--- src/rtl/branch_cond_unit.sv ---
// branch_cond_unit: NZCV flag register, CBZ/CBNZ/B.cond resolution and taken-branch counter
module branch_cond_unit #(
  parameter int CNT_W = 8
) (
  input  logic             clk_i,
  input  logic             reset_n_i,
  input  logic             ex_valid_i,
  input  logic             set_flags_i,
  input  logic             alu_n_i,
  input  logic             alu_z_i,
  input  logic             alu_c_i,
  input  logic             alu_v_i,
  input  logic             br_valid_i,
  input  logic [1:0]       br_type_i,
  input  logic [3:0]       cond_i,
  input  logic             rt_zero_i,
  input  logic             stall_i,
  input  logic             flush_i,
  output logic [3:0]       flags_o,
  output logic             br_done_o,
  output logic             br_taken_o,
  output logic [CNT_W-1:0] taken_cnt_o
);
  typedef enum logic {IDLE, RESOLVED} state_e;
  state_e           state_q, state_d;
  logic [3:0]       flags_q, flags_d, eff;
  logic             taken_q, taken_d, cond_hit, dec, wr_flags;
  logic [CNT_W-1:0] cnt_q, cnt_d;
  assign wr_flags = ex_valid_i & set_flags_i;
  // flags seen by this cycle's branch: freshly produced ones win over the register
  always_comb begin
    eff = wr_flags ? {alu_n_i, alu_z_i, alu_c_i, alu_v_i} : flags_q;
    cond_hit = 1'b1;
    case (cond_i)
      4'b0000: cond_hit = eff[2];
      4'b0001: cond_hit = !eff[2];
      4'b0010: cond_hit = eff[1];
      4'b0011: cond_hit = !eff[1];
      4'b0100: cond_hit = eff[3];
      4'b0101: cond_hit = !eff[3];
      4'b0110: cond_hit = eff[0];
      4'b0111: cond_hit = !eff[0];
      4'b1000: cond_hit = eff[1] & !eff[2];
      4'b1001: cond_hit = !eff[1] | eff[2];
      4'b1010: cond_hit = eff[3] == eff[0];
      4'b1011: cond_hit = eff[3] != eff[0];
      4'b1100: cond_hit = !eff[2] & (eff[3] == eff[0]);
      4'b1101: cond_hit = eff[2] | (eff[3] != eff[0]);
      default: cond_hit = 1'b1;
    endcase
    dec = br_type_i == 2'b00 ? 1'b1 :
          br_type_i == 2'b01 ? rt_zero_i :
          br_type_i == 2'b10 ? !rt_zero_i : cond_hit;
  end
  // next state: stall freezes everything, flush drops any branch, otherwise a new branch resolves
  always_comb begin
    state_d = state_q;
    taken_d = taken_q;
    if (!stall_i) begin
      state_d = (!flush_i && br_valid_i) ? RESOLVED : IDLE;
      taken_d = (!flush_i && br_valid_i) ? dec : taken_q;
    end
    flags_d = (wr_flags && !stall_i) ? {alu_n_i, alu_z_i, alu_c_i, alu_v_i} : flags_q;
    cnt_d = (!stall_i && br_done_o && taken_q && cnt_q != {CNT_W{1'b1}}) ? cnt_q + 1'b1 : cnt_q;
  end
  // state registers with asynchronous clear
  always_ff @(posedge clk_i or negedge reset_n_i) begin
    if (!reset_n_i) begin
      state_q <= IDLE;
      taken_q <= 1'b0;
      flags_q <= 4'b0000;
      cnt_q   <= '0;
    end else begin
      state_q <= state_d;
      taken_q <= taken_d;
      flags_q <= flags_d;
      cnt_q   <= cnt_d;
    end
  end
  assign br_done_o   = (state_q == RESOLVED) && !flush_i;
  assign br_taken_o  = taken_q;
  assign flags_o     = flags_q;
  assign taken_cnt_o = cnt_q;
endmodule

--- config.mk ---
export PLATFORM = sky130hd
export DESIGN_NAME = branch_cond_unit
export DESIGN_NICKNAME = d
export VERILOG_FILES = /design/src/rtl/branch_cond_unit.sv
export SDC_FILE = /design/constraint.sdc
export NUM_CORES = 1
export LEC_CHECK = 0
export BUFFER_PORTS_ARGS = -buffer_cell sky130_fd_sc_hd__buf_2
export CORE_ASPECT_RATIO = 1.4
export CORE_MARGIN = 2
export CORE_UTILIZATION = 43
export CTS_CLUSTER_SIZE = 24
export DETAILED_ROUTE_END_ITERATION = 10
export GPL_ROUTABILITY_DRIVEN = 0
export GPL_TIMING_DRIVEN = 0
export PLACE_DENSITY = 0.74
export SLEW_MARGIN = 0
export SYNTH_ARGS = -nofsm -noshare
export SYNTH_HDL_FRONTEND = slang
export SYNTH_SLANG_ARGS = --single-unit
export TNS_END_PERCENT = 100
--- constraint.sdc ---
create_clock -name clk_i -period 1.5 [get_ports clk_i]
set_clock_uncertainty 0.05 [all_clocks]
set_input_delay 0.075 -clock clk_i [delete_from_list [all_inputs] [get_ports clk_i]]
set_output_delay 0.075 -clock clk_i [all_outputs]
set_load 0.02 [all_outputs]
==> results.toml, run 1 <==
[routing]
ant_nets = 0
post-route-drc-count = 0
vias = 832
routed_via_density = 5.474
route.met2.wl_um = 1169
drt-met1-wl_um = 799
drt_iter0_drc = 24
top_layer_used = "met4"
drt-pass1-iter-count = 4
avgRoutedWirePerCell_um = 13.70
wl_met3_um = 97
drt-total-wl_um = 2082

[timing]
drv_slew = 0
finalHoldViolations = 0
max_slew_margin_pct = 69.36
timing.hold.ws_ns = 0.01538
min_period_over_period_pct = 104.8
rsz0062_at_grt = "yes"
clock.fmax_ghz = 0.6364
fin_ws_ns = -0.07142
setup_tns_ns = -0.09129
setup_viol_count_final = 2
min_period_ns = 1.571
worstMarginPinSlew_ns = 0.4586

[global_routing]
grt_pass1_vias = 798
overflow = 0
grt_max_degree = 15
grt_first_pass_wirelength_um = 3360
antenna_found_initial = 0
grt_usage_pct = 17.68

[worst_setup_path]
critPathMaxStageDelay_ns = 0.44
worstPathCellList = "ha_4, nand3_4, o2111ai_4, buf_4, nor3_2, xor2_1"
worstPathRequired_ns = 1.66
critPathBufInv = 1
worst_setup_path_end_kind = "flip-flop"
slowest_stage = "dfrtp_2"
crit_type = "flip-flop to flip-flop"
cp_top_family = "flip-flops"
worstPathMaxFanout = 7
critPathLaunchType = "flip-flop"
cp.arrival_ns = 1.73

[cts]
cts_buffers = 3
tritoncts = "built"
clockRootBuffer = "clkbuf_4"
worst_skew_pair.late_latency_ns = 0.29
clock_sinks = 14
cts.path.max_buffers = 2
cts-htree-levels = 1
path_clk_slew_ns = 0.09

[power_and_ir_drop]
clockPowerShare_pct = 20.9
p_switching_uw = 471.1
powerDensity_mw_per_mm2 = 1028
pwr-share-seq_pct = 40.7
p_int_uw = 860.8
pwr-share-comb_pct = 38.5
total_power_mw = 1.332
power.leakage_nw = 0.6137
worst_ir_drop_vdd_uv = 832.4
switching_share_pct = 35.37

[floorplanning]
fp.dieW_um = 41.98
dieArea_mm2 = 0.002400
rows = 19
core_mm2 = 0.001926
start_util_pct = 45.09
num_io_pins = 32
die_height_um = 57.17

[worst_hold_path]
hold_path_class = "primary input to flip-flop"

[status]
violations = "negative setup slack"
status = "finished with violations"

[cells_and_area]
drive_gt1_share_pct = 58.02
layout.cells.non_filler = 152
diodes = 0
nFillCells = 153
nets = 151
area_growth_pct = 49.28

[placed_design]
hpwl_um = 1435
port-buffer-count = 30
pre_cts_ws_ns = -0.02548
placed_cells = 132

[yosys]
ys_seq_area_share_pct = 40.35
synth_area_per_cell_um2 = 10.72
syn_area_um2 = 868.3
ys_warn_count = 0
synth-seq-cells = 14
syn-num-nets = 100
synth_cell_type_count = 30
postSynthCellCount = 81

[run]
cap_viol_max_count = 0
-- synth_stat cells --
master | n | area [um^2]
a2111o_1 | 1 | 11.26
a21o_1 | 2 | 15.01
a21oi_1 | 2 | 10.01
a311oi_1 | 2 | 17.52
and3_1 | 1 | 6.260
and4b_1 | 1 | 10.01
buf_6 | 1 | 11.26
dfrtp_1 | 14 | 350.3
ha_1 | 1 | 12.51
inv_1 | 4 | 15.01
mux2_2 | 5 | 56.30
mux2i_1 | 2 | 20.02
mux4_1 | 2 | 52.55
nand2_1 | 6 | 22.52
nand2b_2 | 1 | 8.760
nand3_1 | 5 | 25.02
nand3b_1 | 1 | 7.510
nand4b_1 | 1 | 8.760
nor2_1 | 8 | 30.03
nor2b_1 | 1 | 6.260
nor3_1 | 2 | 10.01
nor3b_1 | 1 | 7.510
o2111ai_2 | 1 | 15.01
o21ai_0 | 2 | 10.01
o221ai_1 | 1 | 8.760
o22a_1 | 1 | 8.760
o311ai_2 | 1 | 16.27
o31ai_1 | 1 | 7.510
xnor2_1 | 4 | 35.03
xor2_1 | 6 | 52.55
-- worst register-to-register path, cell delays in order (launching register included) --
cell and delay (ns):
dfrtp_2 0.44, ha_4 0.18, nand3_4 0.10, o2111ai_4 0.19
buf_4 0.21, nor3_2 0.18, xor2_1 0.16
-- final timing paths --
path | from | to | slack [ns] | depth (start not counted)
setup / recovery | taken_cnt_o[0] | taken_cnt_o[7] | -0.07 | 6
hold / removal | alu_c_i | flags_o[1] | 0.02 | 2
setup reg to reg | taken_cnt_o[0] | taken_cnt_o[7] | -0.07 | 6
hold reg to reg | taken_cnt_o[7] | taken_cnt_o[7] | 0.44 | 1
max in group asynchronous | reset_n_i | taken_cnt_o[3] | 0.99 | 2
min in group asynchronous | reset_n_i | taken_cnt_o[6] | 0.15 | 2
-- power by group through the flow --
stage	sequential [mW]	clock (mW)	combinational (mW)
final	0.542	0.278	0.512
after CTS	0.546	0.283	0.462
after detailed placement	0.558	0	0.433
after floorplan	0.626	0	0.215
after global routing	0.553	0.298	0.558
after global placement	0.553	0	0.423
-- cell usage in the layout, fill, tap and decap left out, types with 2 or more instances in the layout --
cell            n
mux4_2          2
nand2_1         6
inv_1           4
o21ai_0         2
buf_6           3
xor2_1          6
nor3_2          2
a21oi_1         2
buf_2          30
xnor2_1         3
nand3_1         4
nor2_1          5
clkbuf_4        3
a21o_1          2
mux2_2          4
dlygate4sd3_1   4
dfrtp_2         9
buf_4          10
a311oi_1        2
dfrtp_1         5
nor2_2          3
-- flip-flops by register name, indices dropped and copies added, names as in the netlist --
name and cells:
state_q 1, flags_o 4, taken_cnt_o 8, br_taken_o 1
-- cell type report --
type,instances,area (um^2),share of cell area (%)
multi-input cells,62,558.0,43.05
repair buffers,46,287.8,22.20
well taps,21,26.28,2.027
inverters,4,15.01,1.158
clock buffers,4,36.28,2.799
plain buffers,1,11.26,0.8687
flip-flops and latches,14,361.6,27.90
-- cell families after synthesis --
kind of cell             Yosys count  synth area share [%]
AND/OR/NAND/NOR                   28                 16.43
AO/OA/AOI/OAI                     14                 13.83
flip-flops                        14                 40.35
XOR/XNOR                          10                 10.09
multiplexers                       9                 14.84
buffers and inverters              5                 3.025
adder cells (fa/ha/maj)            1                 1.441
-- what timing repair did --
item / CTS / global route
endpoints found under the setup margin: 2 / 9
hold buffers: 4 / 0
hold endpoints to repair: 17 / 0
resized for setup: 0 / 9
cloned: 0 / 0
pin swaps: 2 / 2
setup buffers: 5 / 7
-- layer usage --
layer / global-route usage, % / vias up
li1: - / 399
met1: 21.02 / 403
met2: 32.14 / 28
met3: 1.899 / 2
met4: 6.912 / 0
met5: 0 / -
-- metrics by stage --
step / util (%) / area (um^2)
2_1_floorplan: - / 917.1
3_3_place_gp: 56.79 / 1094
3_5_place_dp: 56.79 / 1094
4_1_cts: 62.70 / 1207
5_1_grt: 67.32 / 1296
6_report: 67.32 / 1296
Note: power is estimated with default switching activity, not from simulation.
==> run 2, diff against run 1 <==
--- a/config.mk
+++ b/config.mk
@@ -8,12 +8,13 @@
 export BUFFER_PORTS_ARGS = -buffer_cell sky130_fd_sc_hd__buf_2
 export CORE_ASPECT_RATIO = 1.4
 export CORE_MARGIN = 2
-export CORE_UTILIZATION = 43
+export CORE_UTILIZATION = 47
 export CTS_CLUSTER_SIZE = 24
 export DETAILED_ROUTE_END_ITERATION = 10
 export GPL_ROUTABILITY_DRIVEN = 0
 export GPL_TIMING_DRIVEN = 0
-export PLACE_DENSITY = 0.74
+export PLACE_DENSITY = 0.77
+export SETUP_SLACK_MARGIN = 0.1
 export SLEW_MARGIN = 0
 export SYNTH_ARGS = -nofsm -noshare
 export SYNTH_HDL_FRONTEND = slang
==> constraint.sdc (replaced) <==
create_clock -name clk_i -period 1.8 [get_ports clk_i]
set_clock_uncertainty 0.05 [all_clocks]
set_input_delay 0.09 -clock clk_i [delete_from_list [all_inputs] [get_ports clk_i]]
set_output_delay 0.09 -clock clk_i [all_outputs]
set_load 0.02 [all_outputs]
==> run 2 against run 1 <==
Net effect:
- the run now ends clean
- non-clock buffer count down 10
- total power down 29%
- design area down 12%
- register-to-register slack better by 0.25 ns
==> results.toml, run 2 (same netlist as run 1, synthesis figures left out) <==
[worst_setup_path]
crit_type = "flip-flop to flip-flop"
critPathMaxStageDelay_ns = 0.40
worstPathRequired_ns = 1.92
critPathLaunchType = "flip-flop"
worstPathMaxFanout = 8
worstPathCellList = "ha_1, nand3_2, o2111ai_4, mux2_2"
cp.arrival_ns = 1.73
worst_setup_path_end_kind = "flip-flop"
slowest_stage = "dfrtp_1"

[cells_and_area]
finalInstanceArea_mm2 = 0.001142
diodes = 0
drive_gt1_share_pct = 40.83
nets = 141
utilization_pct = 65.03
area_growth_pct = 31.56
nFillCells = 144
final_cell_mix = "30 x buf_2, 14 x dfrtp_1, 8 x nor2_1"
layout.cells.non_filler = 140
largest_register_ffs = 8
layout_commonest_cell = "buf_2"

[routing]
routed_via_density = 5.657
drt-pass1-iter-count = 4
drt-total-wl_um = 1848
drt_iter0_drc = 7
vias = 792
avgRoutedWirePerCell_um = 13.20
post-route-drc-count = 0
ant_nets = 0

[floorplanning]
rows = 18
fp.dieW_um = 40.33
num_io_pins = 32
start_util_pct = 49.43
die_height_um = 54.86
dieArea_mm2 = 0.002212
core_mm2 = 0.001757

[global_routing]
grt_pass1_vias = 654
grt_max_degree = 15
antenna_found_initial = 0
overflow = 0
grt_first_pass_wirelength_um = 2746
grt_usage_pct = 18.56

[timing]
finalHoldViolations = 0
drv_slew = 0
setup_viol_count_final = 0
max_slew_margin_pct = 72.00
worstMarginPinSlew_ns = 0.4083
rsz0062_at_grt = "no"
clock.fmax_ghz = 0.6183
min_period_over_period_pct = 89.85
setup_tns_ns = 0
min_period_ns = 1.617

[cts]
path_clk_slew_ns = 0.09
tritoncts = "built"
clockRootBuffer = "clkbuf_4"
cts-htree-levels = 1
cts_buffers = 3
clock_sinks = 14
worst_skew_pair.late_latency_ns = 0.28
cts.path.max_buffers = 2

[placed_design]
hpwl_um = 1443
placed_cells = 131
port-buffer-count = 30
dpl-instance-area_mm2 = 0.001055

[power_and_ir_drop]
worst_ir_drop_vdd_uv = 598.1
total_power_uw = 950.1
powerDensity_mw_per_mm2 = 831.7
power.leakage_nw = 0.5750

[run]
cap_viol_max_count = 0

[status]
status = "finished, final reports clean"

[worst_hold_path]
hold_path_class = "primary input to flip-flop"
-- run 2: layout make-up --
type / count / area, um^2 / share of cell area (%)
Timing Repair Buffer: 36 / 200.2 / 17.52
Tap cell: 20 / 25.02 / 2.191
Multi-Input combinational cell: 62 / 518.0 / 45.34
Sequential cell: 14 / 350.3 / 30.67
Clock buffer: 3 / 22.52 / 1.972
Inverter: 4 / 15.01 / 1.314
Buffer: 1 / 11.26 / 0.9858
-- run 2: worst max-delay path, delay by kind of cell, from the launching register on --
kind,cells,cell delay [ns]
flops,1,0.40
mux,1,0.38
compound gates,1,0.33
fa+ha+maj,1,0.22
simple gates,1,0.13
-- run 2: per-layer routing --
layer | wire length [um] | share of wire [%] | GRT usage, % | up-vias
li1 | - | - | - | 381
met1 | 774 | 42 | 21.45 | 383
met2 | 968 | 52 | 33.33 | 26
met3 | 90 | 4.9 | 3.659 | 2
met4 | 14 | 0.76 | 5.000 | 0
met5 | 0 | 0 | 0 | -
-- run 2: worst paths after layout --
| kind | from | to | slack (ns) | cells after the start |
|---|---|---|---|---|
| max | taken_cnt_o[0] | taken_cnt_o[1] | 0.18 | 4 |
| min | stall_i | state_q | 0.02 | 2 |
| max reg2reg | taken_cnt_o[0] | taken_cnt_o[1] | 0.18 | 4 |
| min reg2reg | taken_cnt_o[5] | taken_cnt_o[5] | 0.45 | 1 |
| max in group asynchronous | reset_n_i | flags_o[0] | 1.28 | 2 |
| min in group asynchronous | reset_n_i | taken_cnt_o[7] | 0.18 | 2 |
-- run 2: repair_timing --
action / 4_1_cts / 5_1_grt
buffers inserted: 0 / 4
hold buffers: 2 / 0
gates resized for setup: 0 / 3
hold endpoints to repair: 15 / 0
endpoints found under the setup margin: 0 / 3
-- run 2: power breakdown --
| group | switching [mW] | internal, mW | total, mW |
|---|---|---|---|
| registers | 0.0630 | 0.369 | 0.432 |
| logic | 0.186 | 0.152 | 0.338 |
| clock network | 0.102 | 0.0776 | 0.180 |
-- run 2: through the flow --
stage	hold WS [ns]	setup WS [ns]
floorplan	-0.2556	0.1190
global placement	-0.04793	0.1753
detailed placement	-0.04538	0.1275
CTS	0.01532	0.1118
global route	0.03007	0.1020
finish	0.01586	0.1827
